## src/rtl/spi_regfile_peripheral_pkg.sv

```systemverilog
// Shared constants for the SPI register-file peripheral: frame geometry and
// R/W opcode values.
package spi_pkg;

  // Position of the R/W flag within the frame, counted from the first bit sent.
  localparam int RW_BIT_POS = 0;

  // Opcode carried in the R/W flag.
  localparam logic OP_WRITE = 1'b1;
  localparam logic OP_READ  = 1'b0;

  // Total frame length: R/W flag, address field, data field.
  function automatic int frame_bits(input int addr_w, input int data_w);
    return 1 + addr_w + data_w;
  endfunction

endpackage

```

## src/rtl/spi_regfile_peripheral_if.sv

```systemverilog
// Pin-side and core-side signal bundle of the SPI register-file peripheral.
interface spi_regfile_peripheral_if #(
  parameter int NUM_REGS = 5,
  parameter int ADDR_W   = 7,
  parameter int DATA_W   = 8
);
  logic                         sclk_raw;
  logic                         mosi_raw;
  logic                         cs_n_raw;
  logic                         miso;
  logic                         miso_oe;
  logic [NUM_REGS*DATA_W-1:0]   regs_flat;
  logic                         wr_pulse;
  logic [ADDR_W-1:0]            wr_addr;
  logic                         frame_err;

  modport slave (
    input  sclk_raw, mosi_raw, cs_n_raw,
    output miso, miso_oe, regs_flat, wr_pulse, wr_addr, frame_err
  );

  modport master (
    output sclk_raw, mosi_raw, cs_n_raw,
    input  miso, miso_oe, regs_flat, wr_pulse, wr_addr, frame_err
  );
endinterface

```

## src/rtl/spi_regfile_peripheral_sync.sv

```systemverilog
// Two-flop synchroniser with a trailing history flop for edge detection.
// RST_VAL sets the idle level the line is assumed to hold while in reset.
module spi_input_sync #(
  parameter logic RST_VAL = 1'b0
) (
  input  logic clk,
  input  logic rst_n,
  input  logic d_raw,
  output logic q,
  output logic rise,
  output logic fall
);
  logic r_meta;
  logic r_sync;
  logic r_prev;

  // Resynchronise the raw line and keep one cycle of history.
  always_ff @(posedge clk or negedge rst_n) begin
    if (!rst_n) begin
      r_meta <= RST_VAL;
      r_sync <= RST_VAL;
      r_prev <= RST_VAL;
    end else begin
      r_meta <= d_raw;
      r_sync <= r_meta;
      r_prev <= r_sync;
    end
  end

  assign q    = r_sync;
  assign rise = r_sync & ~r_prev;
  assign fall = ~r_sync & r_prev;
endmodule

```

## src/rtl/spi_regfile_peripheral.sv

```systemverilog
// SPI mode-0 slave exposing NUM_REGS registers of DATA_W bits to the core.
// Frame: R/W flag, ADDR_W address bits, DATA_W data bits, MSB first.
// Optional feature macro: SPI_READBACK_EN (register readback on MISO).
module spi_regfile_peripheral
  import spi_pkg::*;
#(
  parameter int NUM_REGS = 5,
  parameter int ADDR_W   = 7,
  parameter int DATA_W   = 8
) (
  input  logic clk,
  input  logic rst_n,
  spi_regfile_peripheral_if.slave bus
);
  localparam int FRAME_BITS = frame_bits(ADDR_W, DATA_W);
  localparam int RW_IDX     = FRAME_BITS - 1 - RW_BIT_POS;
  localparam int CNT_W      = $clog2(FRAME_BITS + 2);
  localparam logic [CNT_W-1:0]  CNT_FULL = CNT_W'(FRAME_BITS);
  localparam logic [CNT_W-1:0]  CNT_SAT  = CNT_W'(FRAME_BITS + 1);
  localparam logic [ADDR_W:0]   NUM_REGS_L = (ADDR_W + 1)'(NUM_REGS);

  logic w_sclk, w_sclk_rise, w_sclk_fall;
  logic w_mosi, w_mosi_rise_unused, w_mosi_fall_unused;
  logic w_cs_n, w_cs_rise, w_cs_fall;

  spi_input_sync #(.RST_VAL(1'b0)) u_sync_sclk (
    .clk(clk), .rst_n(rst_n), .d_raw(bus.sclk_raw),
    .q(w_sclk), .rise(w_sclk_rise), .fall(w_sclk_fall)
  );
  spi_input_sync #(.RST_VAL(1'b0)) u_sync_mosi (
    .clk(clk), .rst_n(rst_n), .d_raw(bus.mosi_raw),
    .q(w_mosi), .rise(w_mosi_rise_unused), .fall(w_mosi_fall_unused)
  );
  spi_input_sync #(.RST_VAL(1'b1)) u_sync_cs (
    .clk(clk), .rst_n(rst_n), .d_raw(bus.cs_n_raw),
    .q(w_cs_n), .rise(w_cs_rise), .fall(w_cs_fall)
  );

  logic [FRAME_BITS-1:0]      r_rx;
  logic [CNT_W-1:0]           r_bit_cnt;
  logic [NUM_REGS*DATA_W-1:0] r_regs;
  logic                       r_wr_pulse;
  logic [ADDR_W-1:0]          r_wr_addr;
  logic                       r_frame_err;

  logic [FRAME_BITS-1:0] w_rx_next;
  logic                  w_shift;
  logic                  w_rw;
  logic [ADDR_W-1:0]     w_addr;
  logic [DATA_W-1:0]     w_data;
  logic                  w_len_ok;
  logic                  w_in_range;
  logic                  w_sclk_level_unused;

  assign w_sclk_level_unused = w_sclk;
  assign w_rx_next  = {r_rx[FRAME_BITS-2:0], w_mosi};
  assign w_shift    = ~w_cs_n & w_sclk_rise;
  assign w_rw       = r_rx[RW_IDX];
  assign w_addr     = r_rx[DATA_W +: ADDR_W];
  assign w_data     = r_rx[DATA_W-1:0];
  assign w_len_ok   = (r_bit_cnt == CNT_FULL);
  assign w_in_range = ({1'b0, w_addr} < NUM_REGS_L);

  // Receive shifter and saturating bit counter, restarted at every CS_N fall.
  always_ff @(posedge clk or negedge rst_n) begin
    if (!rst_n) begin
      r_rx      <= '0;
      r_bit_cnt <= '0;
    end else if (w_cs_fall) begin
      r_rx      <= '0;
      r_bit_cnt <= '0;
    end else if (w_shift) begin
      r_rx <= w_rx_next;
      if (r_bit_cnt != CNT_SAT) begin
        r_bit_cnt <= r_bit_cnt + CNT_W'(1);
      end
    end
  end

  // End-of-frame commit: length check, then in-range writes update the bank.
  always_ff @(posedge clk or negedge rst_n) begin
    if (!rst_n) begin
      r_regs      <= '0;
      r_wr_pulse  <= 1'b0;
      r_wr_addr   <= '0;
      r_frame_err <= 1'b0;
    end else begin
      r_wr_pulse  <= 1'b0;
      r_frame_err <= 1'b0;
      if (w_cs_rise) begin
        if (!w_len_ok) begin
          r_frame_err <= 1'b1;
        end else if ((w_rw == OP_WRITE) && w_in_range) begin
          r_wr_pulse <= 1'b1;
          r_wr_addr  <= w_addr;
          for (int i = 0; i < NUM_REGS; i++) begin
            if (w_addr == ADDR_W'(i)) begin
              r_regs[i*DATA_W +: DATA_W] <= w_data;
            end
          end
        end
      end
    end
  end

  assign bus.regs_flat = r_regs;
  assign bus.wr_pulse  = r_wr_pulse;
  assign bus.wr_addr   = r_wr_addr;
  assign bus.frame_err = r_frame_err;

`ifdef SPI_READBACK_EN
  logic [DATA_W-1:0] r_tx;
  logic [DATA_W-1:0] w_rd_val;
  logic              w_cmd_rw;
  logic [ADDR_W-1:0] w_cmd_addr;

  // Command bits as they stand once the current SCLK rise is absorbed.
  assign w_cmd_rw   = w_rx_next[ADDR_W];
  assign w_cmd_addr = w_rx_next[ADDR_W-1:0];

  // Readback mux; out-of-range addresses read as zero.
  always_comb begin
    w_rd_val = '0;
    for (int i = 0; i < NUM_REGS; i++) begin
      if (w_cmd_addr == ADDR_W'(i)) begin
        w_rd_val = r_regs[i*DATA_W +: DATA_W];
      end
    end
  end

  // TX shifter: load on the last command bit, shift on falls during the data
  // phase only, so the first data bit is still on MISO at the next SCLK rise.
  always_ff @(posedge clk or negedge rst_n) begin
    if (!rst_n) begin
      r_tx <= '0;
    end else if (w_cs_fall) begin
      r_tx <= '0;
    end else if (w_shift && (r_bit_cnt == CNT_W'(ADDR_W))) begin
      r_tx <= (w_cmd_rw == OP_READ) ? w_rd_val : '0;
    end else if (~w_cs_n && w_sclk_fall && (r_bit_cnt > CNT_W'(ADDR_W + 1))) begin
      r_tx <= r_tx << 1;
    end
  end

  assign bus.miso    = r_tx[DATA_W-1];
  assign bus.miso_oe = ~w_cs_n;
`else
  logic w_sclk_fall_unused;
  assign w_sclk_fall_unused = w_sclk_fall;
  assign bus.miso    = 1'b0;
  assign bus.miso_oe = 1'b0;
`endif
endmodule

```

## src/flat_wrapper.sv

```systemverilog
// flat-port wrapper written by rule: the top's interface ports become plain ports
module spi_regfile_peripheral_flat import spi_pkg::*;
#(
  parameter int NUM_REGS = 5,
  parameter int ADDR_W   = 7,
  parameter int DATA_W   = 8
)
  (clk, rst_n, bus_sclk_raw, bus_mosi_raw, bus_cs_n_raw, bus_miso, bus_miso_oe, bus_regs_flat, bus_wr_pulse, bus_wr_addr, bus_frame_err);
  spi_regfile_peripheral_if #(.NUM_REGS(NUM_REGS), .ADDR_W(ADDR_W), .DATA_W(DATA_W)) bus_i ();
  input  logic clk;
  input  logic rst_n;
  input wire logic [$bits(bus_i.sclk_raw)-1:0] bus_sclk_raw;
  input wire logic [$bits(bus_i.mosi_raw)-1:0] bus_mosi_raw;
  input wire logic [$bits(bus_i.cs_n_raw)-1:0] bus_cs_n_raw;
  output wire logic [$bits(bus_i.miso)-1:0] bus_miso;
  output wire logic [$bits(bus_i.miso_oe)-1:0] bus_miso_oe;
  output wire logic [$bits(bus_i.regs_flat)-1:0] bus_regs_flat;
  output wire logic [$bits(bus_i.wr_pulse)-1:0] bus_wr_pulse;
  output wire logic [$bits(bus_i.wr_addr)-1:0] bus_wr_addr;
  output wire logic [$bits(bus_i.frame_err)-1:0] bus_frame_err;
  assign bus_i.sclk_raw = bus_sclk_raw;
  assign bus_i.mosi_raw = bus_mosi_raw;
  assign bus_i.cs_n_raw = bus_cs_n_raw;
  assign bus_miso = bus_i.miso;
  assign bus_miso_oe = bus_i.miso_oe;
  assign bus_regs_flat = bus_i.regs_flat;
  assign bus_wr_pulse = bus_i.wr_pulse;
  assign bus_wr_addr = bus_i.wr_addr;
  assign bus_frame_err = bus_i.frame_err;
  spi_regfile_peripheral #(.NUM_REGS(NUM_REGS), .ADDR_W(ADDR_W), .DATA_W(DATA_W)) u_core (.clk(clk), .rst_n(rst_n), .bus(bus_i));
endmodule
```

## config.mk

```make
export PLATFORM = sky130hd
export DESIGN_NAME = spi_regfile_peripheral_flat
export DESIGN_NICKNAME = d
export VERILOG_FILES = /design/src/rtl/spi_regfile_peripheral_pkg.sv /design/src/rtl/spi_regfile_peripheral_if.sv /design/src/rtl/spi_regfile_peripheral_sync.sv /design/src/rtl/spi_regfile_peripheral.sv /design/src/flat_wrapper.sv
export SDC_FILE = /design/constraint.sdc
export NUM_CORES = 1
export LEC_CHECK = 0
export BUFFER_PORTS_ARGS = -buffer_cell sky130_fd_sc_hd__buf_2
export CAP_MARGIN = 0
export CORE_UTILIZATION = 40
export DETAILED_ROUTE_END_ITERATION = 10
export GPL_TIMING_DRIVEN = 0
export SKIP_CTS_REPAIR_TIMING = 1
export SLEW_MARGIN = 30
export SYNTH_ARGS = -nofsm -noshare
export SYNTH_HDL_FRONTEND = slang
export SYNTH_SLANG_ARGS = --single-unit
```

## constraint.sdc

```tcl
create_clock -name clk -period 1.6 [get_ports clk]
set_input_delay 0.08 -clock clk [delete_from_list [all_inputs] [get_ports clk]]
set_output_delay 0.08 -clock clk [all_outputs]
set_load 0.01 [all_outputs]
```

Yosys cells after proc, flatten, opt, wreduce, memory -nomap -nowiden
Cells that the tools add are included.

Bits in registers: 78. Output and inout bits: 51. Word-level logic and storage cells: 54.

Mux-type cells: 10. Add/subtract/negate cells: 1. Reduce and logical (&&, ||, !) cells: 11. Eq/ne operators: 6. $lt $le $gt $ge: 1. Bitwise logic cells: 7.

Operators by type and width (count): 16-bit 2-to-1 mux (2); 4-bit AND reduction (5); 5-bit 2-to-1 mux (3); 7-bit by 2-bit == test with 1-bit output, second input constant (2); 7-bit by 1-bit == test with 1-bit output, second input constant (1); 7-bit by 3-bit == test with 1-bit output, second input constant (1); 7-bit zero test (1); 7-bit by 3-bit < comparator with 1-bit output, second input constant (1); 5-bit by 1-bit adder with 5-bit output, second input constant (1); 5-bit == test, second input constant (1); 1-bit 2-to-1 mux (5); 5-bit inequality test, second input constant (1); 1-bit AND (4); 2-bit nonzero test (2); 1-bit NOT (3); 3-bit AND reduction (1); 2-bit AND reduction (1); 1-bit logical AND (1).

Longest topological paths before layout
Gate-level depths: netlist of the first run.

Depth in word-level cells: 5. Depth in mapped cells: 7. Depth with buffers taken out: 6.

By module
A second synthesis of the first run with hierarchy kept.

Cells, all modules: 244. Area total of the unflattened synthesis: 3163.0 µm².

By module, submodules not included: spi_regfile_peripheral (area an instance 2889.0 µm², times used 1, cells each 229, seq. area each 1751.7 µm²); spi_input_sync (u_core.u_sync_mosi ...) (area an instance 90.1 µm², times used 2, cells each 5, seq. area each 75.1 µm²); spi_input_sync (u_core.u_sync_cs) (area an instance 93.8 µm², times used 1, cells each 5, seq. area each 78.8 µm²).

Worst setup path after synthesis of the first run
Ideal clock, no wire load.

Path kind: register to register. Start: register u_core.r_bit_cnt[0]. End: register u_core.r_wr_addr[0], in the netlist u_core.bus.wr_addr[0]. Cell stages (with the launch flop): 8. Arrival: 1654 ps. Setup slack: -179 ps. Path buffers: 1. Data required time: 1475 ps. Cell sequence: dfrtp_1 inv_1 ha_1 and4bb_2 buf_2 nand2_1 nor2_1 mux2_2.

Cells in the longest elaborated chain, start to end: 2.

RTL lines: start: declaration (line spi_regfile_peripheral.sv:40) `logic [CNT_W-1:0] r_bit_cnt;`; start signal: assignment (line spi_regfile_peripheral.sv:75) `r_bit_cnt <= r_bit_cnt + CNT_W'(1);`; 5-bit == test (line spi_regfile_peripheral.sv:61) `assign w_len_ok = (r_bit_cnt == CNT_FULL);`; 3-bit AND reduction (no line); end signal: assignment (line spi_regfile_peripheral.sv:95) `r_wr_addr <= w_addr;`; end: declaration (line spi_regfile_peripheral.sv:43) `logic [ADDR_W-1:0] r_wr_addr;`.

Every way passes these cells. A chain may end at the register's enable or synchronous reset.

Final worst setup path of the first run
Start: register u_core.r_bit_cnt[0]. End: register u_core.r_regs[10], in the netlist u_core.bus.regs_flat[10].

Cells in the longest elaborated chain, start to end: 2.

RTL lines: 5-bit == test (line spi_regfile_peripheral.sv:61); 4-bit AND reduction (no line); end signal: indexed assignment (line spi_regfile_peripheral.sv:98) `r_regs[i*DATA_W +: DATA_W] <= w_data;`; end: declaration (line spi_regfile_peripheral.sv:41) `logic [NUM_REGS*DATA_W-1:0] r_regs;`.

Every way passes these cells.

==> flow_summary.yaml, run 1 <==
yosys:
  netlist_area_um2: 3050
  ys_warn_count: 0
  syn_inst: 205
  ys_types: 32
  synth_seq_cells: 78
  seq_area_frac_synth: 0.642
  avgSynthCellArea_um2: 14.9
global_route:
  grt_max_degree: 51
  grt-ovfl-total: 0
  grt_pass1_wl_um: 8710
  grt_pass1_vias: 1686
  antenna_found_initial: 0
  grt_use_total: 0.149
finish:
  syn2layout_area_growth_pct: 29.2
  final_nets: 292
  fillers: 639
  stdcell_count: 388
  multi_input_area_um2: 1150
  diodes: 0
  seqCellArea_um2: 1960
  layout-drive-gt1-share: 0.529
setup_path:
  path_class: "flop to flop"
  end_kind: "flop"
  path_max_fanout: 8
  worstPathArrival_ns: 2.01
  cp.required_ns: 1.83
  start_kind: "flop"
sta:
  finalWorstSetupSlack_ns: -0.177
  setup_viol_count_final: 42
  finalCriticalPeriod_ns: 1.78
  slew_viol_final: 0
  hold_viol_final: 0
  period_share: 1.11
  fmax_mhz: 563
  finClkSkew_ns: 0.00882
  rsz0062_at_grt: "true"
  setup_tns_ns: -3.64
route:
  vias: 1912
  route.detailed.drc: 0
  drt_first_pass_iters: 4
  wl_um: 5930
  via_per_inst: 4.93
  drt_iter0_markers: 86
  ant_nets: 0
  wire_per_inst_um: 15.3
floorplanning:
  core_area_um2: 7290
  die_w_um: 89.3
  die_area_um2: 7970
  start_util: 0.418
  die_h_um: 89.3
  boundaryPins: 56
  fp-row-count: 31
place:
  dpl.hpwl_um: 3600
  gp_congestion: 0.753
  placed_cells: 359
  portBuffers: 53
power_and_ir_drop:
  swShare: 0.230
  power.share.sequential: 0.549
  leakage_nw: 2.05
  combPwrFrac: 0.034
  power.density_nw_per_um2: 928
  ir_drop_mv: 0.531
  p_int_mw: 2.81
  netSwitchingPower_uw: 839
  pwr-share-clk: 0.417
cts:
  cts_tree: "done"
  cts.sinks: 78
  cts-buffers-inserted: 9
  htreeDepth: 3
  cts.path.max_buffers: 2
  clk_pin_slew_ns: 0.08
  root_buffer: "clkbuf_8"
  clk_latency_ns: 0.34
run_status:
  violations: "setup timing"
  status: "complete, but fails checks"
flow_run:
  max_cap_violations: 0
worst_hold_path:
  hold_class: "primary input to asynchronous set/reset pin"
## synthesized netlist by cell type, drive strengths merged
| cell type | n | area, um2 |
|---|---|---|
| mux2 | 42 | 473 |
| nand4 | 6 | 68.8 |
| nor3b | 5 | 37.5 |
| clkbuf | 3 | 11.3 |
| dfstp | 3 | 78.8 |
| and2 | 1 | 6.26 |
| xor2 | 2 | 17.5 |
| buf | 7 | 40.0 |
| nand2 | 5 | 18.8 |
| o21ai | 7 | 35.0 |
| ha | 3 | 37.5 |
| and2b | 4 | 30.0 |
| dfrtp | 75 | 1880 |
| and4b | 2 | 20.0 |
| nor4 | 1 | 21.3 |
| a22o | 16 | 143 |
| conb | 1 | 3.75 |
| and4bb | 1 | 12.5 |
| nand3b | 1 | 7.51 |
| nor2 | 6 | 22.5 |
| nor2b | 3 | 18.8 |
| mux2i | 1 | 10.0 |
| o21bai | 1 | 7.51 |
| nand3 | 1 | 5.00 |
| and3b | 1 | 8.76 |
| inv | 3 | 11.3 |
| a21oi | 1 | 5.00 |
| nor4bb | 1 | 10.0 |
| nor3 | 2 | 10.0 |
## area by class of cell
class                   count  share of cell area
multi-input cells         116               0.292
repair buffers             69               0.108
clock inverters             6              0.0178
well taps                  99              0.0315
clock buffers              10              0.0350
flip-flops and latches     78               0.497
plain buffers               7              0.0156
inverters                   3             0.00286
## power groups by stage
stage	sequential, mW	combinational (mW)	clock (mW)
6_report	2.01	0.124	1.52
4_1_cts	2.00	0.104	1.56
2_1_floorplan	2.04	0.0382	0
3_5_place_dp	2.04	0.104	0
5_1_grt	2.01	0.142	1.65
3_3_place_gp	2.04	0.0934	0
## registers in the layout, indices dropped and copies added (netlist names), 5 cells and up
name / count
u_core.bus.regs_flat: 40
u_core.r_rx: 16
u_core.bus.wr_addr: 7
u_core.r_bit_cnt: 5
## worst max-delay path, cell delays in order, from the launching register on
cell	delay [ns]
dfrtp_2	0.44
inv_2	0.07
ha_4	0.11
and4bb_2	0.26
buf_12	0.15
nand4_4	0.25
mux2_4	0.38
## metal layers
metal,GRT usage,share of wire,up-vias
li1,-,-,896
met1,0.216,0.49,956
met2,0.207,0.45,52
met3,0.0434,0.048,8
met4,0.0606,0.016,0
met5,0,0,-
## kinds of logic (layout without fill, tap and decap cells)
logic type | Yosys count | after routing | synth area share
muxes | 43 | 43 | 0.158
and+or+nand+nor | 40 | 41 | 0.0977
adders and majority gates | 3 | 3 | 0.0123
DFF | 78 | 78 | 0.642
other | 1 | 2 | 0.00123
AOI/OAI and AO/OA | 25 | 25 | 0.0624
xor gates and xnor gates | 2 | 2 | 0.00575
buffers and inverters | 13 | 95 | 0.0205
## path summary, 6_finish.rpt
check                                               startpoint                                    to  slack [ns]  depth (start not counted)
min reg2reg                u_core.u_sync_sclk.r_meta$_DFF_PN0_        u_core.u_sync_sclk.q$_DFF_PN0_        0.35                          0
max in group asynchronous                                rst_n           u_core.r_rx[11]$_DFFE_PN0P_        0.82                          3
max reg2reg                    u_core.r_bit_cnt[0]$_DFFE_PN0P_  u_core.bus.regs_flat[10]$_DFFE_PN0P_       -0.18                          6
max                            u_core.r_bit_cnt[0]$_DFFE_PN0P_  u_core.bus.regs_flat[10]$_DFFE_PN0P_       -0.18                          6
min in group clk           u_core.u_sync_sclk.r_meta$_DFF_PN0_        u_core.u_sync_sclk.q$_DFF_PN0_        0.35                          0
min                                                      rst_n  u_core.bus.regs_flat[11]$_DFFE_PN0P_        0.21                          2
## cells in the final DEF, fill, tap and decap left out, drive strengths merged, types with 2 or more instances in the layout
master and n:
a22o 16, and2b 4, buf 70, conb 2, dlygate4sd3 4, dfrtp 75, dfstp 3, clkbuf 12
nor3 2, nor2 6, nor3b 5, xor2 2, clkinvlp 2, nor2b 3, nand4 7, inv 4
and4b 2, o21ai 7, nand2 5, mux2 42, clkinv 2, ha 3
## per-stage QoR
| step | utilization | power [mW] | setup WS, ns | area (um2) | hold WS, ns |
|---|---|---|---|---|---|
| 2_1_floorplan | - | 2.08 | -0.0366 | 3070 | -0.216 |
| 3_3_place_gp | 0.474 | 2.14 | -0.298 | 3460 | 0.190 |
| 3_5_place_dp | 0.479 | 2.15 | -0.336 | 3490 | 0.0420 |
| 4_1_cts | 0.507 | 3.67 | -0.342 | 3700 | -0.337 |
| 5_1_grt | 0.540 | 3.81 | -0.226 | 3940 | 0.228 |
| 6_report | 0.540 | 3.65 | -0.177 | 3940 | 0.206 |
Note: power is estimated with default switching activity, not from simulation.
==> run 2: changes to the inputs <==
--- a/config.mk
+++ b/config.mk
@@ -7,11 +7,9 @@
 export LEC_CHECK = 0
 export BUFFER_PORTS_ARGS = -buffer_cell sky130_fd_sc_hd__buf_2
 export CAP_MARGIN = 0
-export CORE_UTILIZATION = 40
+export CORE_UTILIZATION = 25
 export DETAILED_ROUTE_END_ITERATION = 10
-export GPL_TIMING_DRIVEN = 0
 export SKIP_CTS_REPAIR_TIMING = 1
-export SLEW_MARGIN = 30
 export SYNTH_ARGS = -nofsm -noshare
 export SYNTH_HDL_FRONTEND = slang
 export SYNTH_SLANG_ARGS = --single-unit
==> flow_summary.yaml, run 2 (synthesis results as in run 1) <==
run_status:
  status: "complete, but fails checks"
  violations: "setup timing"
setup_path:
  cp.required_ns: 1.81
  rrSetupSlack_ns: -0.04
  crit_buf_inv: 2
  worst-r2r-cell-count: 6
  worst_path_max_delay_cell: "dfrtp_1"
  path_max_fanout: 8
  end_kind: "flop"
  path_class: "flop to flop"
  crit_family: "simple AND/OR/NAND/NOR gates"
  start_kind: "flop"
  slowest_delay_ns: 0.38
  r2r-end: "u_core.bus.regs_flat[19]$_DFFE_PN0P_"
  path_cells: "inv_1 -> ha_1 -> and4bb_4 -> nand4_2 -> buf_12 -> mux2_2"
  worstPathArrival_ns: 1.85
  crit-reg2reg-launch: "u_core.r_bit_cnt[1]$_DFFE_PN0P_"
place:
  place_area_um2: 3670
  dpl.hpwl_um: 4470
  portBuffers: 53
  gp_congestion: 0.725
finish:
  largest_reg_flops: 40
  final_common_cell: "dfrtp_1"
  diodes: 0
  layout_common_cells: "dfrtp_1 (75), buf_2 (52), mux2_2 (40)"
  fillers: 1137
  final_nets: 298
  layout-drive-gt1-share: 0.522
  syn2layout_area_growth_pct: 33.2
  postLayoutCellArea_um2: 4060
sta:
  finalWorstSetupSlack_ns: -0.0417
  setup_tns_ns: -1.15
  finClkSkew_ns: 0.0101
  finalCriticalPeriod_ns: 1.64
  fmax_mhz: 609
  rsz0062_at_grt: "true"
  setup_viol_count_final: 46
  slew_viol_final: 0
  hold_viol_final: 0
  period_share: 1.03
floorplanning:
  start_util: 0.261
  fp-row-count: 39
  die_area_um2: 12600
  die_w_um: 112
  core_area_um2: 11700
  die_h_um: 112
  boundaryPins: 56
cts:
  clk_pin_slew_ns: 0.06
  cts.sinks: 78
  cts_tree: "done"
  cts.path.max_buffers: 2
  clk_latency_ns: 0.33
  htreeDepth: 3
  cts-buffers-inserted: 9
  root_buffer: "clkbuf_16"
route:
  ant_nets: 0
  route.detailed.drc: 0
  drt_iter0_markers: 60
  vias: 1954
  wire_per_inst_um: 15.2
  drt_first_pass_iters: 4
  via_per_inst: 4.46
  wl_um: 6670
worst_hold_path:
  hold_class: "primary input to asynchronous set/reset pin"
global_route:
  antenna_found_initial: 0
  grt_use_total: 0.110
  grt_pass1_wl_um: 10700
  grt_pass1_vias: 1993
  grt_max_degree: 36
  grt-ovfl-total: 0
power_and_ir_drop:
  finalPower_mw: 3.96
  power.density_nw_per_um2: 976
  leakage_nw: 2.12
  ir_drop_mv: 0.563
flow_run:
  max_cap_violations: 0
run 2: cell count changes in the layout (fill, tap and decap cells not counted), sizes merged:
cell    delta
buf        +9
clkbuf     -2
clkinv     +2
bufinv     -1
inv        -1
nand4      -1
run 2: layer usage:
layer	up-vias	wire, um	GRT usage
li1	906	-	-
met1	990	3190	0.151
met2	51	3150	0.169
met3	7	278	0.0313
met4	0	44	0.0347
met5	-	0	0
run 2: worst max path at each step:
| stage | from | to | slack [ns] | cells after the start |
|---|---|---|---|---|
| 6_report | u_core.r_bit_cnt[1]$_DFFE_PN0P_ | u_core.bus.regs_flat[19]$_DFFE_PN0P_ | -0.04 | 6 |
| 5_1_grt | u_core.r_bit_cnt[0]$_DFFE_PN0P_ | u_core.bus.regs_flat[35]$_DFFE_PN0P_ | -0.13 | 6 |
| 4_1_cts | u_core.r_bit_cnt[1]$_DFFE_PN0P_ | u_core.bus.regs_flat[29]$_DFFE_PN0P_ | -0.12 | 6 |
| 3_5_place_dp | u_core.r_bit_cnt[1]$_DFFE_PN0P_ | u_core.bus.regs_flat[29]$_DFFE_PN0P_ | -0.1 | 6 |
| 3_3_place_gp | u_core.r_bit_cnt[1]$_DFFE_PN0P_ | u_core.bus.regs_flat[28]$_DFFE_PN0P_ | -0.08 | 6 |
| 2_1_floorplan | u_core.u_sync_cs.r_prev$_DFF_PN1_ | u_core.bus.regs_flat[32]$_DFFE_PN0P_ | -0.04 | 5 |
run 2: final cells by class:
| type | instances | area (um2) | share of cell area |
|---|---|---|---|
| clock buffer | 10 | 229 | 0.0564 |
| clock inverter | 6 | 38.8 | 0.00956 |
| inverter | 3 | 11.3 | 0.00277 |
| multi-input combinational | 115 | 1090 | 0.269 |
| sequential | 78 | 1960 | 0.482 |
| tap | 143 | 179 | 0.0441 |
| timing repair buffer | 83 | 554 | 0.137 |
run 2: report_power, final:
part           internal, mW  switching, mW
clock                  1.04          0.785
sequential             1.99         0.0103
combinational        0.0480         0.0808
total                  3.09          0.876
run 2: metrics by stage:
step / hold WS, ns / util / instances / worst slack (ns)
global route: 0.306 / 0.348 / 438 / -0.132
CTS: -0.276 / 0.338 / 433 / -0.116
global placement: 0.0759 / 0.315 / 417 / -0.0822
floorplan: -0.216 / - / 206 / -0.0366
detailed placement: 0.0769 / 0.315 / 417 / -0.0963
finish: 0.259 / 0.348 / 438 / -0.0417
==> run 3: changes to the inputs <==
--- a/config.mk
+++ b/config.mk
@@ -12,4 +12,5 @@
 export SKIP_CTS_REPAIR_TIMING = 1
 export SYNTH_ARGS = -nofsm -noshare
 export SYNTH_HDL_FRONTEND = slang
+export SYNTH_HIERARCHICAL = 1
 export SYNTH_SLANG_ARGS = --single-unit
==> flow_summary.yaml, run 3 <==
sta:
  hold_viol_final: 0
  slew_viol_final: 0
  setup_tns_ns: -4.98
  rsz0062_at_grt: "true"
  setup_viol_count_final: 44
  finalWorstSetupSlack_ns: -0.138
  fmax_mhz: 575
  finalCriticalPeriod_ns: 1.74
  finClkSkew_ns: 0.00586
  period_share: 1.09
finish:
  final_common_cell: "dfrtp_1"
  layout_common_cells: "dfrtp_1 (75), buf_2 (52), mux2_2 (40)"
  fillers: 1172
  seqCellArea_um2: 1960
  syn2layout_area_growth_pct: 36.2
  largest_reg_flops: 40
  multi_input_area_um2: 1170
  diodes: 0
  final_nets: 336
  layout-drive-gt1-share: 0.468
cts:
  htreeDepth: 3
  clk_pin_slew_ns: 0.06
  cts.path.max_buffers: 2
  cts_tree: "done"
  root_buffer: "clkbuf_16"
  clk_latency_ns: 0.33
  cts.sinks: 78
  cts-buffers-inserted: 9
floorplanning:
  start_util: 0.258
  fp-row-count: 40
  core_area_um2: 12100
  die_area_um2: 12900
  die_w_um: 114
  boundaryPins: 56
  die_h_um: 114
route:
  via_per_inst: 4.22
  vias: 2115
  wire_per_inst_um: 14.0
  ant_nets: 0
  drt_first_pass_iters: 4
  wl_um: 7020
  drt_iter0_markers: 65
  route.detailed.drc: 0
worst_hold_path:
  hold_class: "primary input to asynchronous set/reset pin"
setup_path:
  path_class: "flop to flop"
  end_kind: "flop"
  path_max_fanout: 7
  start_kind: "flop"
  worstPathArrival_ns: 1.95
  cp.required_ns: 1.82
global_route:
  grt_max_degree: 42
  antenna_found_initial: 0
  grt-ovfl-total: 0
  grt_pass1_vias: 2157
  grt_use_total: 0.115
  grt_pass1_wl_um: 11200
yosys:
  avgSynthCellArea_um2: 13.0
  syn_inst: 240
  netlist_area_um2: 3110
  ys_warn_count: 6
place:
  dpl.hpwl_um: 4750
  gp_congestion: 0.743
  portBuffers: 53
flow_run:
  max_cap_violations: 0
power_and_ir_drop:
  leakage_nw: 2.19
  ir_drop_mv: 0.445
  power.density_nw_per_um2: 964
  finalPower_mw: 4.09
run_status:
  status: "complete, but fails checks"
  violations: "setup timing"
[run 3: power breakdown]
part	switching [mW]	internal [mW]	leakage (nW)
clock	0.778	1.13	0.132
combinational	0.0983	0.0671	0.994
sequential	0.0144	2.00	1.07
total	0.891	3.20	2.19
[run 3: final cells by class]
type                       instances  share of cell area
inverter                           3             0.00265
timing repair buffer              89               0.144
clock inverter                     3             0.00472
tap                              168              0.0496
sequential                        78               0.461
multi-input combinational        147               0.277
clock buffer                      13              0.0614
[run 3: routing by layer]
metal | share of wire | global-route usage | vias to the layer above
met5 | 0 | 0 | -
met4 | 0.018 | 0.0596 | 0
met3 | 0.039 | 0.0287 | 10
met2 | 0.46 | 0.171 | 48
met1 | 0.48 | 0.155 | 1049
li1 | - | - | 1008
[run 3: worst paths after layout]
path                                                      from                                  end  slack [ns]  cells after the start
max reg2reg                       u_core/u_sync_cs/q$_DFF_PN1_  u_core/bus.regs_flat[7]$_DFFE_PN0P_       -0.14                      6
min                                                      rst_n       u_core/u_sync_sclk/q$_DFF_PN0_        0.11                      2
max                               u_core/u_sync_cs/q$_DFF_PN1_  u_core/bus.regs_flat[7]$_DFFE_PN0P_       -0.14                      6
max in group asynchronous                                rst_n           u_core/r_rx[3]$_DFFE_PN0P_        0.89                      3
min reg2reg                u_core/u_sync_sclk/r_meta$_DFF_PN0_       u_core/u_sync_sclk/q$_DFF_PN0_        0.35                      0
min in group clk           u_core/u_sync_sclk/r_meta$_DFF_PN0_       u_core/u_sync_sclk/q$_DFF_PN0_        0.35                      0
[run 3: critical path, cell delays in order (launching register included)]
cell and delay, ns:
dfstp_2 0.53, nor2b_4 0.14, nor4b_4 0.23, buf_6 0.20, nand4_4 0.10, buf_6 0.17
mux2_2 0.27
[run 3: metrics by stage]
step	hold WS, ns	setup slack, ns	util	cell area [um2]	std cells
detailed placement	-0.0985	-0.187	0.314	3780	479
global route	0.112	-0.204	0.352	4240	501
floorplan	-0.216	-0.238	-	3130	241
finish	0.106	-0.138	0.352	4240	501
global placement	-0.0986	-0.155	0.314	3780	479
CTS	-0.462	-0.199	0.337	4060	495
